$ cat src/rtl/cafe_pkg.sv
// Shared definitions for the coffee machine (maquina_maluca) and its order-queue front end.
package cafe_pkg;

  // State encodings reported by maquina_maluca on its state output.
  typedef enum logic [3:0] {
    MAQ_IDLE                = 4'd1,
    MAQ_LIGAR_MAQUINA       = 4'd2,
    MAQ_VERIFICAR_AGUA      = 4'd3,
    MAQ_ENCHER_RESERVATORIO = 4'd4,
    MAQ_VERIFICAR_PO        = 4'd5,
    MAQ_ADICIONAR_PO        = 4'd6,
    MAQ_VERIFICAR_COPO      = 4'd7,
    MAQ_COLOCAR_COPO        = 4'd8,
    MAQ_REALIZAR_EXTRACAO   = 4'd9
  } estado_maquina_t;

  // Order-queue FSM.
  typedef enum logic [1:0] {
    ESPERA     = 2'd0,
    DISPARO    = 2'd1,
    PREPARANDO = 2'd2
  } estado_fila_t;

endpackage

$ cat src/rtl/debounce_botao.sv
// Two-flop synchronizer followed by a stability counter; emits a one-cycle pulse
// on each accepted rising edge of the button level.
module debounce_botao #(
  parameter int DEBOUNCE_CYCLES = 4
) (
  input  logic clk,
  input  logic rst_n,
  input  logic in,
  output logic nivel,
  output logic subida
);

  localparam int CW = $clog2(DEBOUNCE_CYCLES);

  logic          sync1;
  logic          sync2;
  logic [CW-1:0] cnt;

  always_ff @(posedge clk or negedge rst_n) begin
    if (!rst_n) begin
      sync1  <= 1'b0;
      sync2  <= 1'b0;
      nivel  <= 1'b0;
      subida <= 1'b0;
      cnt    <= '0;
    end else begin
      sync1  <= in;
      sync2  <= sync1;
      subida <= 1'b0;
      if (sync2 == nivel) begin
        cnt <= '0;
      end else if (cnt == CW'(DEBOUNCE_CYCLES - 1)) begin
        // Level accepted; only the low-to-high change counts as a press.
        nivel  <= sync2;
        subida <= sync2;
        cnt    <= '0;
      end else begin
        cnt <= cnt + CW'(1);
      end
    end
  end

endmodule

$ cat src/rtl/fila_pedidos_cafe.sv
// Coffee order queue: counts debounced button presses and dispatches them one at a
// time to maquina_maluca, following its state until each brew completes.
module fila_pedidos_cafe
  import cafe_pkg::*;
#(
  parameter int DEBOUNCE_CYCLES = 4,
  parameter int MAX_PEDIDOS     = 7,
  parameter int PEND_W          = 3,
  parameter int TIMEOUT_CYCLES  = 16
) (
  input  logic              clk,
  input  logic              rst_n,
  input  logic              botao,
  input  logic [3:0]        state_in,
  output logic              start,
  output logic [PEND_W-1:0] pendentes,
  output logic              cheio,
  output logic              descartado,
  output logic              concluido,
  output logic              erro,
  output estado_fila_t      dbg_estado,
  output logic              dbg_nivel
);

  localparam int TW = $clog2(TIMEOUT_CYCLES);

  estado_fila_t  estado;
  logic [TW-1:0] tmo;
  logic          visto_extracao;
  logic          pedido;
  logic          conclui;

  debounce_botao #(
    .DEBOUNCE_CYCLES(DEBOUNCE_CYCLES)
  ) u_debounce (
    .clk   (clk),
    .rst_n (rst_n),
    .in    (botao),
    .nivel (dbg_nivel),
    .subida(pedido)
  );

  assign conclui    = (estado == PREPARANDO) && (state_in == MAQ_IDLE) && visto_extracao;
  assign cheio      = (pendentes == PEND_W'(MAX_PEDIDOS));
  assign dbg_estado = estado;

  // A press and a completion in the same cycle cancel out, so nothing is dropped.
  always_ff @(posedge clk or negedge rst_n) begin
    if (!rst_n) begin
      pendentes  <= '0;
      descartado <= 1'b0;
    end else begin
      descartado <= 1'b0;
      if (pedido && !conclui) begin
        if (pendentes < PEND_W'(MAX_PEDIDOS)) begin
          pendentes <= pendentes + PEND_W'(1);
        end else begin
          descartado <= 1'b1;
        end
      end else if (conclui && !pedido) begin
        pendentes <= pendentes - PEND_W'(1);
      end
    end
  end

  // start is a level request held while in DISPARO; the machine acknowledges it by
  // moving to LIGAR_MAQUINA, and a brew is done when it returns to IDLE after extraction.
  always_ff @(posedge clk or negedge rst_n) begin
    if (!rst_n) begin
      estado         <= ESPERA;
      start          <= 1'b0;
      concluido      <= 1'b0;
      erro           <= 1'b0;
      tmo            <= '0;
      visto_extracao <= 1'b0;
    end else begin
      concluido <= 1'b0;
      case (estado)
        ESPERA: begin
          if ((pendentes != '0) && (state_in == MAQ_IDLE)) begin
            estado <= DISPARO;
            start  <= 1'b1;
            tmo    <= '0;
          end
        end
        DISPARO: begin
          if (state_in == MAQ_LIGAR_MAQUINA) begin
            estado         <= PREPARANDO;
            start          <= 1'b0;
            visto_extracao <= 1'b0;
          end else if (tmo == TW'(TIMEOUT_CYCLES - 1)) begin
            estado <= ESPERA;
            start  <= 1'b0;
            erro   <= 1'b1;
          end else begin
            tmo <= tmo + TW'(1);
          end
        end
        PREPARANDO: begin
          if (state_in == MAQ_IDLE) begin
            estado <= ESPERA;
            if (visto_extracao) begin
              concluido <= 1'b1;
            end else begin
              erro <= 1'b1;
            end
          end else if (state_in == MAQ_REALIZAR_EXTRACAO) begin
            visto_extracao <= 1'b1;
          end
        end
        default: begin
          estado <= ESPERA;
          start  <= 1'b0;
        end
      endcase
    end
  end

endmodule

$ cat config.mk
export PLATFORM = sky130hd
export DESIGN_NAME = fila_pedidos_cafe
export DESIGN_NICKNAME = d
export VERILOG_FILES = /design/src/rtl/cafe_pkg.sv /design/src/rtl/debounce_botao.sv /design/src/rtl/fila_pedidos_cafe.sv
export SDC_FILE = /design/constraint.sdc
export NUM_CORES = 1
export LEC_CHECK = 0
export ABC_AREA = 1
export CAP_MARGIN = 30
export CORE_UTILIZATION = 45
export DETAILED_ROUTE_END_ITERATION = 8
export GPL_ROUTABILITY_DRIVEN = 0
export PLACE_DENSITY = 0.73
export SYNTH_ARGS = -nofsm -noshare
export SYNTH_HDL_FRONTEND = slang
export SYNTH_SLANG_ARGS = --single-unit
$ cat constraint.sdc
create_clock -name clk -period 1.5 [get_ports clk]
set_clock_uncertainty 0.1 [all_clocks]
set_input_delay 0.3 -clock clk [delete_from_list [all_inputs] [get_ports clk]]
set_output_delay 0.3 -clock clk [all_outputs]
set_load 0.05 [all_outputs]
==> summary.md <==
The tools report the final instance area as 1575 µm². The most frequent standard cell in the layout excluding fill and tap cells is sky130_fd_sc_hd__buf_4. The run gives 103 as the post-synthesis instance total.

The run gives 795 as the number of global-route vias before repair. After synthesis, the share of cell area in mux cells is 0%. The die covers 2327 µm². The clock-pin slew reported for the worst setup and hold paths after clock tree synthesis was 0.11 ns; the setup TNS was -0.1174 ns. Largest fanout on the critical path: 2. The category of the most critical setup path is reg2reg. After synthesis the netlist holds a flip-flop and latch count of 20. The number of different library cells used by synthesis comes to 25. A synthesized cell averages 9.341 µm². The max capacitance violation total was 0; the required time at the endpoint of the critical path was 1.59 ns. In this run the worst hold path is classified as in2async. The checks that failed: negative setup slack.

The count of synthesis-stage warnings from yosys was 0. Detailed routing inserted a total of 873 vias. Static leakage power: 0.7887 nW. By instance count, the cell type seen most on the critical path is sky130_fd_sc_hd__nand2_2. Of the cells placed in the final design, the portion with a size suffix greater than 1 is 46.62%. The logs give 0 for the max-slew violation total from the final report and 1398 µm² for the standard cell area after detailed placement.

STA classifies the critical path endpoint as a register. TritonCTS built the clock tree. Ranked by total cell area, the synthesized netlist is headed by sky130_fd_sc_hd__dfrtp_1, sky130_fd_sc_hd__inv_1, sky130_fd_sc_hd__nand2_1, sky130_fd_sc_hd__nand3_1, sky130_fd_sc_hd__nor2_1. The first global-routing pass estimated 3146 µm of wire. The remaining global-route overflow came out at 0. The region available for standard cell placement spans 1982 µm². The share of the synthesized area in the top cell type was 52.02%. In this run the count of I/O pins placed on the die edge is 18.

Entering global routing, the biggest net connects 21 pins. Detailed placement ended at an HPWL of 1451 µm. Summing the areas of all compound-gate instances in the mapped netlist gives 6.762% of the synthesized area. After floorplanning, the core was divided into 16 placement rows. For the worst supply voltage drop on vdd, the log shows 1438 µV. Counting the buffers created by CTS gives 3. Of the total synthesized cell area, the portion taken by full adders, half adders and majority gates is 4.681%. The total inserted antenna cells was 0.

The post-synthesis share of cell area spent on xor and xnor gates works out to 1.821%. The library cell with the largest summed area after synthesis was sky130_fd_sc_hd__dfrtp_1. The critical path goes through inv_2 -> nand2_2 -> nor2_4 -> nand2_2 -> nand2_4 -> fa_2 -> nand2_1 -> o21ai_1. The initial antenna violation count is 0, and the sequential share of the synthesized area is 52.02%. Count of buffer and inverter cells on the critical path: 1. For the DRC marker count from the first detailed-route iteration, the log shows 17.

The die is 48.24 µm tall. The total wire length after detailed routing came out at 2149 µm. In the layout the commonest cells are sky130_fd_sc_hd__buf_4, sky130_fd_sc_hd__dfrtp_1, sky130_fd_sc_hd__nand2_1. The logs give 159 for the final-stage net count and -0.5319 ns for the minimum setup slack after placement. The stage delay of the slowest cell on the critical path works out to 0.42 ns. The later pin in the worst-skew pair is clocked with a latency of 0.30 ns. Slowest cell on the critical path: sky130_fd_sc_hd__dfrtp_2. The count of input and output buffers came out at 17. In the routed design, unresolved DRC markers number 0. Across every metal layer, demand over resource in global routing totals 19.83%.

For the pin with the worst max-slew slack, the measured transition is 0.2926 ns. The setup slack after layout was -0.05065 ns; the starting density of the core was 48.55%. The cell family contributing the most delay on the critical path is flip-flops. Compared with the post-synthesis result, the final layout area differs by 63.72%. Category of the worst setup path launch point: a register.

The number of failing hold endpoints at the final stage is 0. Number of H-tree levels: 1. The buffer type at the clock tree root is sky130_fd_sc_hd__clkbuf_4. Static timing analysis puts the maximum clock frequency at 0.6449 GHz. In the finished design, the share of the clock period the worst path needs comes to 103.4%.

After clock tree synthesis, the flow added hold-fix buffers numbering 0. The number of nets in the synthesized netlist is 113. Setup repair after global routing could not meet its margin everywhere. In this run the tightest slew margin relative to its limit is 80.35%. The main combinational cell family by area after synthesis was simple AND/OR/NAND/NOR gates.

The number of buffers between clock root and the deepest sink came out at 2. The cell area that synthesis handed to floorplanning was 962.2 µm². The final count of negative-setup-slack endpoints came out at 3. The number of vias per cell after detailed routing was 4.989. The remaining antenna violation count after routing came out at 0. Counting I/O delays and the setup requirement, the final critical path takes 1.551 ns. In the final routed layout, each cell accounts on average for 12.28 µm. In this run the power density over the cells is 1856 nW/µm². The logs give 0.002923 W for the total power and 20 for the number of sinks on the clock net. The flow ran to the end, but the final reports show violations.

The die is 48.24 µm wide. The first TritonRoute pass finished after 4 iterations. The synthesized netlist devotes 27.70% of its cell area to simple gates.

For the arrival time of data at the critical path endpoint, the log shows 1.64 ns.
layout make-up:
cell class              count  area, µm²
clock buffers               3      22.52
inverters                  18      67.56
repair buffers             41      459.2
flip-flops and latches     20      506.7
multi-input cells          65      455.4
well taps                  27      33.78
clock inverters             1      30.03
fillers                   106      406.6
worst paths after layout:
kind	cells past startpoint	slack, ns	startpoint	endpoint
max in group asynchronous	2	0.84	rst_n	dbg_estado[1]
min reg2reg	0	0.27	u_debounce.sync1	u_debounce.sync2
min in group clk	0	0.27	u_debounce.sync1	u_debounce.sync2
min	2	0.23	rst_n	descartado
max	8	-0.05	dbg_estado[0]	pendentes[1]
max reg2reg	8	-0.05	dbg_estado[0]	pendentes[1]
stage by stage:
step | utilization, % | hold slack, ns | std cells
2_1_floorplan | - | -0.09559 | 103
3_3_place_gp | 70.52 | 0.2338 | 161
3_5_place_dp | 70.52 | 0.2425 | 161
4_1_cts | 77.15 | 0.2471 | 173
5_1_grt | 79.48 | 0.2454 | 175
6_report | 79.48 | 0.2298 | 175
metal layers:
| layer | track usage, % | vias up | share of wire [%] |
|---|---|---|---|
| met5 | 0 | - | 0 |
| met4 | 11.11 | 0 | 2.3 |
| met3 | 3.333 | 6 | 2.7 |
| met2 | 35.20 | 21 | 57 |
| met1 | 22.27 | 422 | 37 |
| li1 | - | 424 | - |
logic make-up (layout without fill, tap and decap cells):
logic type / Yosys count / after routing
compound gates: 11 / 11
xor+xnor: 2 / 2
fa+ha+maj: 3 / 3
buf+inv: 18 / 63
flops: 20 / 20
simple gates: 49 / 49
synthesized netlist by cell type (all sizes together):
| library cell | n |
|---|---|
| xnor2 | 1 |
| xor2 | 1 |
| nand2 | 20 |
| fa | 1 |
| a31o | 1 |
| o21bai | 1 |
| dfrtp | 20 |
| nand3 | 11 |
| a21boi | 1 |
| o21ai | 4 |
| nor3 | 2 |
| inv | 18 |
| nand4 | 3 |
| nor2 | 13 |
| ha | 2 |
| a21oi | 3 |
| o22ai | 1 |
sequential cells by signal, indices dropped and copies added, names as in the netlist:
signal,count
u_debounce.cnt,2
erro,1
visto_extracao,1
pendentes,3
tmo,4
dbg_estado,2
u_debounce.subida,1
descartado,1
u_debounce.sync2,1
u_debounce.nivel,1
concluido,1
start,1
u_debounce.sync1,1
power by group:
| group | internal, W | switching (W) | total [W] |
|---|---|---|---|
| registers | 0.000731 | 0.000204 | 0.000935 |
| logic | 0.000727 | 0.000829 | 0.00156 |
| clock network | 0.000270 | 0.000162 | 0.000432 |
| total | 0.00173 | 0.00120 | 0.00292 |
worst register-to-register path: cells and delay by family, from the launching register on:
kind | cells | cell delay, ns
simple gates | 5 | 0.37
buf+inv | 1 | 0.07
flops | 1 | 0.42
fa+ha+maj | 1 | 0.42
compound gates | 1 | 0.06
timing repair:
| action | 4_1_cts | 5_1_grt |
|---|---|---|
| pin swaps | 10 | 4 |
| setup endpoints to repair | 3 | 12 |
| resized for setup | 15 | 7 |
| setup buffers | 8 | 3 |
Note: power is estimated with default switching activity, not from simulation.
